===== src/rtl/copy_pkg.sv =====
// Shared types and constants for the copy_n fan-out stage.
package copy_pkg;
  localparam int RETIRED_W = 16;
  localparam int DEF_WIDTH = 8;
  localparam int DEF_N_OUT = 4;
  localparam int DEF_DEPTH = 4;

  typedef enum logic {EMPTY, BCAST} head_state_e;

  // Packed FIFO entry is {mask, data}
  function automatic int entryW(input int dataW, input int nOut);
    return dataW + nOut;
  endfunction
endpackage


===== src/rtl/copy_fifo.sv =====
// Synchronous DEPTH-entry FIFO; the caller never pushes when full or pops when empty.
module copy_fifo #(
  parameter int W     = 12,
  parameter int DEPTH = 4,
  localparam int PTR_W  = $clog2(DEPTH),
  localparam int FILL_W = $clog2(DEPTH + 1)
) (
  input  logic              clk,
  input  logic              reset,
  input  logic              push,
  input  logic [W-1:0]      pushData,
  input  logic              pop,
  output logic [W-1:0]      headData,
  output logic [FILL_W-1:0] fill
);
  logic [DEPTH-1:0][W-1:0] mem;
  logic [PTR_W-1:0]        wrPtr, rdPtr;

  always_ff @(posedge clk or posedge reset) begin
    if (reset) begin
      mem   <= '0;
      wrPtr <= '0;
      rdPtr <= '0;
      fill  <= '0;
    end else begin
      if (push) begin
        mem[wrPtr] <= pushData;
        wrPtr      <= wrPtr + PTR_W'(1);
      end
      if (pop) rdPtr <= rdPtr + PTR_W'(1);
      case ({push, pop})
        2'b10:   fill <= fill + FILL_W'(1);
        2'b01:   fill <= fill - FILL_W'(1);
        default: fill <= fill;
      endcase
    end
  end

  assign headData = mem[rdPtr];
endmodule


===== src/rtl/copy_n.sv =====
// Buffered N-way copy stage: each head token is offered to every masked output,
// each output handshakes independently, and the head pops once all have taken it.
module copy_n import copy_pkg::*; #(
  parameter int WIDTH = DEF_WIDTH,
  parameter int N_OUT = DEF_N_OUT,
  parameter int DEPTH = DEF_DEPTH,
  localparam int FILL_W = $clog2(DEPTH + 1)
) (
  input  logic                 clk,
  input  logic                 reset,
  input  logic                 in_valid,
  output logic                 in_ready,
  input  logic [WIDTH-1:0]     in_data,
  input  logic [N_OUT-1:0]     in_mask,
  output logic [N_OUT-1:0]     out_valid,
  input  logic [N_OUT-1:0]     out_ready,
  output logic [WIDTH-1:0]     out_data,
  output logic [FILL_W-1:0]    fill,
  output logic [RETIRED_W-1:0] retired
);
  localparam int ENTRY_W = entryW(WIDTH, N_OUT);

  typedef struct packed {
    logic [N_OUT-1:0] mask;
    logic [WIDTH-1:0] data;
  } entry_t;

  entry_t           pushEntry, headEntry;
  head_state_e      state, stateNxt;
  logic [N_OUT-1:0] sent, sentNxt, fire, done;
  logic             push, pop, isBcast;

  assign pushEntry = '{mask: in_mask, data: in_data};
  // Full is judged on registered fill only, so a same-cycle pop never frees a slot
  assign in_ready  = (fill < FILL_W'(DEPTH));
  assign push      = in_valid & in_ready;

  copy_fifo #(.W(ENTRY_W), .DEPTH(DEPTH)) uFifo (
    .clk      (clk),
    .reset    (reset),
    .push     (push),
    .pushData (pushEntry),
    .pop      (pop),
    .headData (headEntry),
    .fill     (fill)
  );

  assign isBcast = (state == BCAST);

  for (genvar i = 0; i < N_OUT; i++) begin : gLane
    assign out_valid[i] = isBcast & headEntry.mask[i] & ~sent[i];
    assign fire[i]      = out_valid[i] & out_ready[i];
  end

  assign done     = headEntry.mask & ~(sent | fire);
  assign out_data = isBcast ? headEntry.data : '0;

  always_ff @(posedge clk or posedge reset) begin
    if (reset) begin
      state   <= EMPTY;
      sent    <= '0;
      retired <= '0;
    end else begin
      state <= stateNxt;
      sent  <= sentNxt;
      if (pop) retired <= retired + RETIRED_W'(1);
    end
  end

  always_comb begin
    stateNxt = state;
    sentNxt  = sent;
    pop      = 1'b0;
    case (state)
      EMPTY: if (push) stateNxt = BCAST;
      BCAST: begin
        if (done == '0) begin
          pop     = 1'b1;
          sentNxt = '0;
          if (fill == FILL_W'(1) && !push) stateNxt = EMPTY;
        end else begin
          sentNxt = sent | fire;
        end
      end
      default: stateNxt = EMPTY;
    endcase
  end
endmodule


===== config.mk =====
export PLATFORM = sky130hd
export DESIGN_NAME = copy_n
export DESIGN_NICKNAME = d
export VERILOG_FILES = /design/src/rtl/copy_pkg.sv /design/src/rtl/copy_fifo.sv /design/src/rtl/copy_n.sv
export SDC_FILE = /design/constraint.sdc
export NUM_CORES = 1
export LEC_CHECK = 0
export CORE_MARGIN = 8
export CORE_UTILIZATION = 54
export CTS_CLUSTER_DIAMETER = 50
export DETAILED_ROUTE_END_ITERATION = 10
export PLACE_DENSITY = 0.79
export SLEW_MARGIN = 20
export SYNTH_ARGS = -nofsm -noshare
export SYNTH_HDL_FRONTEND = slang
export SYNTH_HIERARCHICAL = 1
export SYNTH_SLANG_ARGS = --single-unit

===== constraint.sdc =====
create_clock -name clk -period 3.96 [get_ports clk]
set_clock_uncertainty 0.15 [all_clocks]
set_input_delay 0.594 -clock clk [delete_from_list [all_inputs] [get_ports clk]]
set_output_delay 0.594 -clock clk [all_outputs]
set_load 0.03 [all_outputs]

Word-level counts from Yosys, hierarchy flattened. Index checks and enable logic that the tools add are counted.

$add $sub $neg: 5. $lt $le $gt $ge: 4. Equality and inequality tests: 3. Muxes and demuxes: 14. Bitwise operators: 21. Reduce and logical (&&, ||, !) cells: 5.

Operators with widths (count): bitwise mux 48 bit (1); binary-select mux 12 bit (select 2 bit) (1); demux 12 bit (select 2 bit) (1); 2-to-1 mux 12 bit (2); adder 16 x 1 -> 16 bit (second input constant) (1); bitwise AND 1 bit (13); 2-to-1 mux 8 bit (1); less-than comparator 2 x 3 -> 1 bit (second input constant) (2); case mux 3 bit (2 select lines) (1); 2-to-1 mux 1 bit (5); NOT 1 bit (5); adder 2 x 1 -> 2 bit (second input constant) (2); bitwise AND 4 bit (1); zero test 4 bit (1); 2-to-1 mux 4 bit (1); NOT 4 bit (1); bitwise OR 4 bit (1); adder 3 x 1 -> 3 bit (second input constant) (1); == test 3 x 1 -> 1 bit (second input constant) (1); less-than comparator 3 bit (second input constant) (1); subtractor 3 x 1 -> 3 bit (second input constant) (1); == test 2 x 1 -> 1 bit (second input constant) (1); == test 2 bit (second input constant) (1); >= comparator 2 x 1 -> 1 bit (second input constant) (1); 4 further kinds (5).

Bits in registers: 76. Word-level logic and storage cells: 62.

Depth between registers and ports, before layout. Gate-level depths: netlist of the first run.

Word-level depth: 13. Gate-level depth with buffers: 13.

Hierarchy. The synthesis of the first run kept the hierarchy.

Modules (own cells, without submodules): copy_fifo (instances 1, cells an instance 148, area each 2479.9 um2, seq. area each 1376.3 um2); copy_n (instances 1, cells an instance 107, area each 1142.3 um2, seq. area each 525.5 um2).

Worst setup path before layout of the first run. No wires, ideal clock.

Kind: reg-to-reg. Start: register uFifo.rdPtr[0]. End: register uFifo.fill[2]. Arrival time: 2.473 ns. Path slack: 1.199 ns. Stages on the path, launching flop included: 14. Cell sequence: dfrtp_1 buf_6 buf_12 mux4_1 nand2b_1 o22ai_4 nor2_4 and3_4 buf_6 ha_1 fa_1 xnor2_1 nor2_1 xor2_1.

RTL lines: start: declaration (line copy_fifo.sv:17) `logic [PTR_W-1:0] wrPtr, rdPtr;`; start signal: assignment (line copy_fifo.sv:30) `if (pop) rdPtr <= rdPtr + PTR_W'(1);`; end signal: assignment (line copy_fifo.sv:32) `2'b10: fill <= fill + FILL_W'(1);`; end signal: assignment (line copy_fifo.sv:33) `2'b01: fill <= fill - FILL_W'(1);`; end signal: assignment (line copy_fifo.sv:34) `default: fill <= fill;`; end: declaration (line copy_fifo.sv:14) `output logic [FILL_W-1:0] fill`.

==> qor.txt, run 1 <==
num ports = 51
Nets = 335
Rows = 30
fin util = 65.3%
Least-Margin Pin Slew = 0.810 ns
hold buffers post-CTS = 0
switching share of total power = 38.4%
Inst Count DP = 378
routability cong. = 0.771
Detailed Route Iter0 Violations = 83
Worst VDD drop = 0.000613 V
Syn Inst Count = 255
CTS max path bufs = 2
Clock transition at path regs = 0.07 ns
Area growth, synth to finish = 19.7%
YS warnings = 6
initial antenna violation count = 0
global-route wire length before repair = 12100 um
Hold WS = 0.346 ns
sequential power share = 33.5%
Detail Route Antenna Nets = 0
RSZ-0062 raised after global routing = no
CP Launch Type = flop
n_diodes = 0
Slew Viols, Final = 0
First-pass DRT Iterations = 4
Synth Register Bits = 76
max_cap viols = 0
die area = 0.00958 mm2
die height = 97.9 um
CP Data Required Time = 3.22 ns
Crit Path Class = reg2out
maximum number of pins on one net before global-route repair = 40
TritonCTS clock tree = done
synthesized area = 0.00362 mm2
wire per inst = 18.0 um
GRT overflow = 0
Routed WL = 7080 um
Leak Pwr = 1.88 nW
Root Buffer = clkbuf_8
share of layout cells above drive strength 1 = 26.5%
Core Box Area = 0.00664 mm2
syn_nets = 281
CTS buffer count = 9
Arrival @ worst endpoint = 2.57 ns
Clk pwr share = 14.0%
Worst slew margin = 46.0%
Setup WS pre-CTS = 0.898 ns
H-tree levels = 3
P_sw = 1.56 mW
f_max = 0.302 GHz
combinational share of power = 52.4%
# DRC = 0
Seq/Total Area, Yosys = 52.5%
final setup vio count = 0
Total Power = 4.06 mW
Final Cell Area = 0.00434 mm2
CTS resizes = 0
vias = 2157
critical-path maximum fanout = 8
mean post-synth cell area = 14.2 um2
HPWL Detailed = 4970 um
GRT Util Overall = 15.9%
status = completed
Final Cycle Share = 83.6%
worst min-delay path category = reg2reg
Clock Sinks = 76
Area after DPL = 0.00415 mm2
vias in the first global route = 2438
clock latency on the worst-skew pair = 0.34 ns
# port buffers = 50
post-route insts no fill = 393
min Tclk post-route = 3.31 ns
post-synth cell types = 40
final hold vios = 0
Chip Width = 97.9 um
Pwr per Cell Area = 936 mW/mm2
Post-CTS Setup Repair Bufs = 0
Initial Utilization = 54.5%
P_int = 2.50 mW
drt via density = 5.49
setup ws final = 0.649 ns
post-route setup TNS = 0 ns
Worst Setup End Kind = primary output
## registers in the layout (all words and copies together) (netlist names)
register and flops:
isBcast 1, retired 16, uFifo/fill 3, uFifo/wrPtr 2, sent 4, uFifo/rdPtr 2
uFifo/mem 48
## final cells by class
type / count / area (um2)
clock buffer: 13 / 149
clock inverter: 2 / 35.0
fill: 512 / 2310
inverter: 8 / 30.0
multi-input combinational: 160 / 1590
sequential: 76 / 1900
tap: 80 / 100
timing repair buffer: 54 / 531
## power by group through the flow
| stage | registers, mW | clock network, mW | logic, mW |
|---|---|---|---|
| floorplan | 1.38 | 0 | 1.55 |
| global placement | 1.36 | 0 | 2.08 |
| detailed placement | 1.37 | 0 | 2.14 |
| CTS | 1.36 | 0.583 | 2.16 |
| global route | 1.41 | 0.614 | 2.29 |
| finish | 1.36 | 0.569 | 2.13 |
## synthesized netlist by cell type
| master | instances | area (um2) |
|---|---|---|
| and4_1 | 1 | 8.76 |
| inv_1 | 8 | 30.0 |
| buf_4 | 5 | 37.5 |
| dfrtp_1 | 76 | 1900 |
| nor3_1 | 1 | 5.00 |
| ha_1 | 6 | 75.1 |
| mux4_1 | 7 | 184 |
| a21o_1 | 1 | 7.51 |
| nor4b_4 | 1 | 23.8 |
| nor2_1 | 11 | 41.3 |
| nand4_1 | 4 | 25.0 |
| a31oi_1 | 2 | 12.5 |
| a21bo_2 | 1 | 10.0 |
| nand3_1 | 6 | 30.0 |
| o22ai_4 | 1 | 20.0 |
| buf_2 | 1 | 5.00 |
| nand2_1 | 14 | 52.6 |
| buf_6 | 3 | 33.8 |
| nor2_4 | 1 | 11.3 |
| nor4_1 | 1 | 6.26 |
| a21oi_4 | 1 | 16.3 |
| and4_4 | 1 | 11.3 |
| xnor2_1 | 15 | 131 |
| nand2_2 | 1 | 6.26 |
| nand2_4 | 1 | 11.3 |
| clkbuf_1 | 1 | 3.75 |
| nor4_4 | 1 | 21.3 |
| nor2b_1 | 2 | 12.5 |
| fa_1 | 1 | 20.0 |
| a21oi_1 | 3 | 15.0 |
| xor2_1 | 6 | 52.6 |
| mux2_4 | 1 | 15.0 |
| mux2_2 | 49 | 552 |
| and2_4 | 1 | 8.76 |
| nand2b_1 | 3 | 18.8 |
| mux4_2 | 5 | 113 |
| o21ai_0 | 1 | 5.00 |
| and2_1 | 9 | 56.3 |
| and3_4 | 1 | 11.3 |
| buf_12 | 1 | 20.0 |
## path summary, 6_finish.rpt
| kind | endpoint | cells after the start | slack, ns | from |
|---|---|---|---|---|
| max | out_data[0] | 4 | 0.65 | uFifo/rdPtr[0] |
| min | retired[15] | 1 | 0.35 | retired[15] |
| max reg2reg | uFifo/fill[1] | 8 | 0.89 | uFifo/rdPtr[1] |
| min reg2reg | retired[15] | 1 | 0.35 | retired[15] |
| max in group asynchronous | uFifo/mem[36] | 3 | 2.32 | reset |
| min in group asynchronous | uFifo/mem[44] | 2 | 0.60 | reset |
## placed cells by master, fill, tap and decap left out, types with 2 or more instances in the layout
master	count
a31oi_1	2
ha_1	6
xor2_1	6
mux4_1	7
and2_1	9
clkdlybuf4s50_1	50
mux4_2	5
nand2b_1	3
dfrtp_1	76
nand2_1	14
nor2_1	11
xnor2_1	15
nor2b_1	2
mux2_2	49
buf_4	4
a21oi_1	3
nand3_1	6
clkbuf_1	3
clkbuf_8	10
inv_1	7
nand4_1	4
## layer usage
metal | global-route usage, % | up-vias | part of all wire (%)
li1 | - | 1005 | -
met5 | 0 | - | 0
met1 | 19.1 | 1091 | 45
met4 | 7.31 | 0 | 1.6
met2 | 25.8 | 49 | 49
met3 | 4.77 | 12 | 4.9
## cell families after synthesis
family | count (synthesis) | share of synthesized area, %
flops | 76 | 52.5
mux | 62 | 23.8
simple gates | 60 | 9.98
xor+xnor | 21 | 5.08
buf+inv | 19 | 3.59
compound gates | 10 | 2.38
fa+ha+maj | 7 | 2.63
## worst max-delay path: stages (launching register included)
cell             delay (ns)
dfrtp_1                0.59
buf_4                  0.27
mux4_1                 0.56
and2_1                 0.20
clkdlybuf4s50_1        0.60
Power figures use the tool's default switching activity.
==> inputs of run 2 (changes only) <==
==> constraint.sdc (replaced) <==
create_clock -name clk -period 3.3 [get_ports clk]
set_clock_uncertainty 0.15 [all_clocks]
set_input_delay 0.495 -clock clk [delete_from_list [all_inputs] [get_ports clk]]
set_output_delay 0.495 -clock clk [all_outputs]
set_load 0.03 [all_outputs]
==> qor.txt, run 2 (same netlist as run 1, synthesis figures left out) <==
# DRC = 0
CTS resizes = 0
Worst Setup End Kind = primary output
H-tree levels = 3
Clock Sinks = 76
HPWL Detailed = 4970 um
final hold vios = 0
global-route wire length before repair = 12100 um
vias in the first global route = 2407
Worst VDD drop = 0.000753 V
combinational share of power = 52.1%
register area = 0.00190 mm2
Setup WS pre-CTS = 0.373 ns
TritonCTS clock tree = done
Inst Count DP = 379
post-route insts no fill = 394
clock latency on the worst-skew pair = 0.34 ns
First-pass DRT Iterations = 4
R2R depth = 8
CTS buffer count = 9
Routed WL = 7230 um
Core Box Area = 0.00664 mm2
worst min-delay path category = reg2reg
GRT overflow = 0
Chip Width = 97.9 um
Regs by FF count = uFifo/mem (48), retired (16), sent (4)
maximum number of pins on one net before global-route repair = 30
CP Launch Type = flop
wire per inst = 18.3 um
Min-Delay Endpoint = retired[15]
Detailed Route Iter0 Violations = 78
worst reg-to-reg setup slack = 0.38 ns
P_int = 3.06 mW
Slew Viols, Final = 0
Detail Route Antenna Nets = 0
post-route setup TNS = 0 ns
P_sw = 1.90 mW
switching share of total power = 38.3%
Largest register FFs = 48
n_diodes = 0
share of layout cells above drive strength 1 = 27.4%
Rows = 30
Final Cycle Share = 92.5%
GRT Util Overall = 16.0%
Final Cell Area = 0.00438 mm2
Area after DPL = 0.00417 mm2
Crit Path Class = reg2out
final setup vio count = 0
min Tclk post-route = 3.05 ns
FILL cells = 480
RSZ-0062 raised after global routing = no
Arrival @ worst endpoint = 2.41 ns
vias = 2211
Total Power = 4.96 mW
Pwr per Cell Area = 1130 mW/mm2
Clock transition at path regs = 0.08 ns
num ports = 51
setup ws final = 0.248 ns
M1 GR Usage = 18.9%
critical-path maximum fanout = 10
worst r2r src = uFifo/rdPtr[1]
routability cong. = 0.783
most frequent cells in the layout = dfrtp_1 (76), clkdlybuf4s50_1 (50), mux2_2 (49)
Root Buffer = clkbuf_8
Post-CTS Setup Repair Bufs = 0
status = completed
met2 Use GR = 26.8%
die area = 0.00958 mm2
Multi-input gate area = 0.00159 mm2
Nets = 336
Initial Utilization = 54.5%
Area growth, synth to finish = 20.9%
sequential power share = 32.8%
hold buffers post-CTS = 0
Leak Pwr = 1.90 nW
CTS max path bufs = 2
Clk pwr share = 15.1%
CP Data Required Time = 2.65 ns
initial antenna violation count = 0
commonest non-fill, non-tap cell in the layout = dfrtp_1
FF-to-FF End = uFifo/fill[1]
drt via density = 5.61
f_max = 0.328 GHz
Most flops, register = uFifo/mem
hold_sp = retired[15]
# port buffers = 50
M3 GR Usage = 4.41%
busiest grt layer = met2
Worst slew margin = 47.8%
Worst Hold Path Cells = 1
Least-Margin Pin Slew = 0.782 ns
die height = 97.9 um
max_cap viols = 0
run 2: area by class of cell:
class	count	share of cell area [%]
flip-flops and latches	76	43.4
multi-input cells	160	36.3
repair buffers	55	12.6
clock buffers	10	2.92
well taps	80	2.29
clock inverters	5	1.77
inverters	8	0.686
run 2: per-stage QoR:
step | hold slack [ns] | utilization [%]
final | 0.321 | 65.9
after global routing | 0.352 | 65.9
after CTS | 0.326 | 65.9
after detailed placement | 0.311 | 62.8
after global placement | 0.312 | 62.8
after floorplan | 0.304 | -
run 2: layer usage:
metal / wire, um / vias to the layer above
met4: 125 / 0
met2: 3580 / 55
li1: - / 1008
met3: 355 / 11
met5: 0 / -
met1: 3170 / 1137
run 2: power groups by stage:
stage	Clock [mW]	Sequential (mW)	Combinational, mW
final	0.748	1.63	2.58
after global routing	0.797	1.68	2.78
after CTS	0.765	1.63	2.61
after detailed placement	0	1.64	2.59
after global placement	0	1.62	2.51
after floorplan	0	1.66	1.86
run 2: worst max-delay path by stage:
stage / endpoint / startpoint / slack, ns
6_report: out_data[5] / uFifo/rdPtr[0] / 0.25
5_1_grt: out_data[0] / uFifo/rdPtr[0] / 0.16
4_1_cts: out_data[5] / uFifo/rdPtr[0] / 0.22
3_5_place_dp: uFifo/fill[2] / out_ready[1] / 0.37
3_3_place_gp: uFifo/fill[2] / out_ready[1] / 0.43
2_1_floorplan: uFifo/fill[2] / uFifo/rdPtr[0] / 0.54
run 2: worst max-delay path, stage by stage, from the launching register on:
cell             delay (ns)
dfrtp_1                0.44
buf_4                  0.28
mux4_1                 0.56
and2_1                 0.18
clkdlybuf4s50_1        0.60
==> inputs of run 3 (changes only) <==
--- a/config.mk
+++ b/config.mk
@@ -5,6 +5,7 @@
 export SDC_FILE = /design/constraint.sdc
 export NUM_CORES = 1
 export LEC_CHECK = 0
+export CAP_MARGIN = 20
 export CORE_MARGIN = 8
 export CORE_UTILIZATION = 54
 export CTS_CLUSTER_DIAMETER = 50
==> results of run 3 <==
Final layout, timing and power as in run 2 (identical DEF).
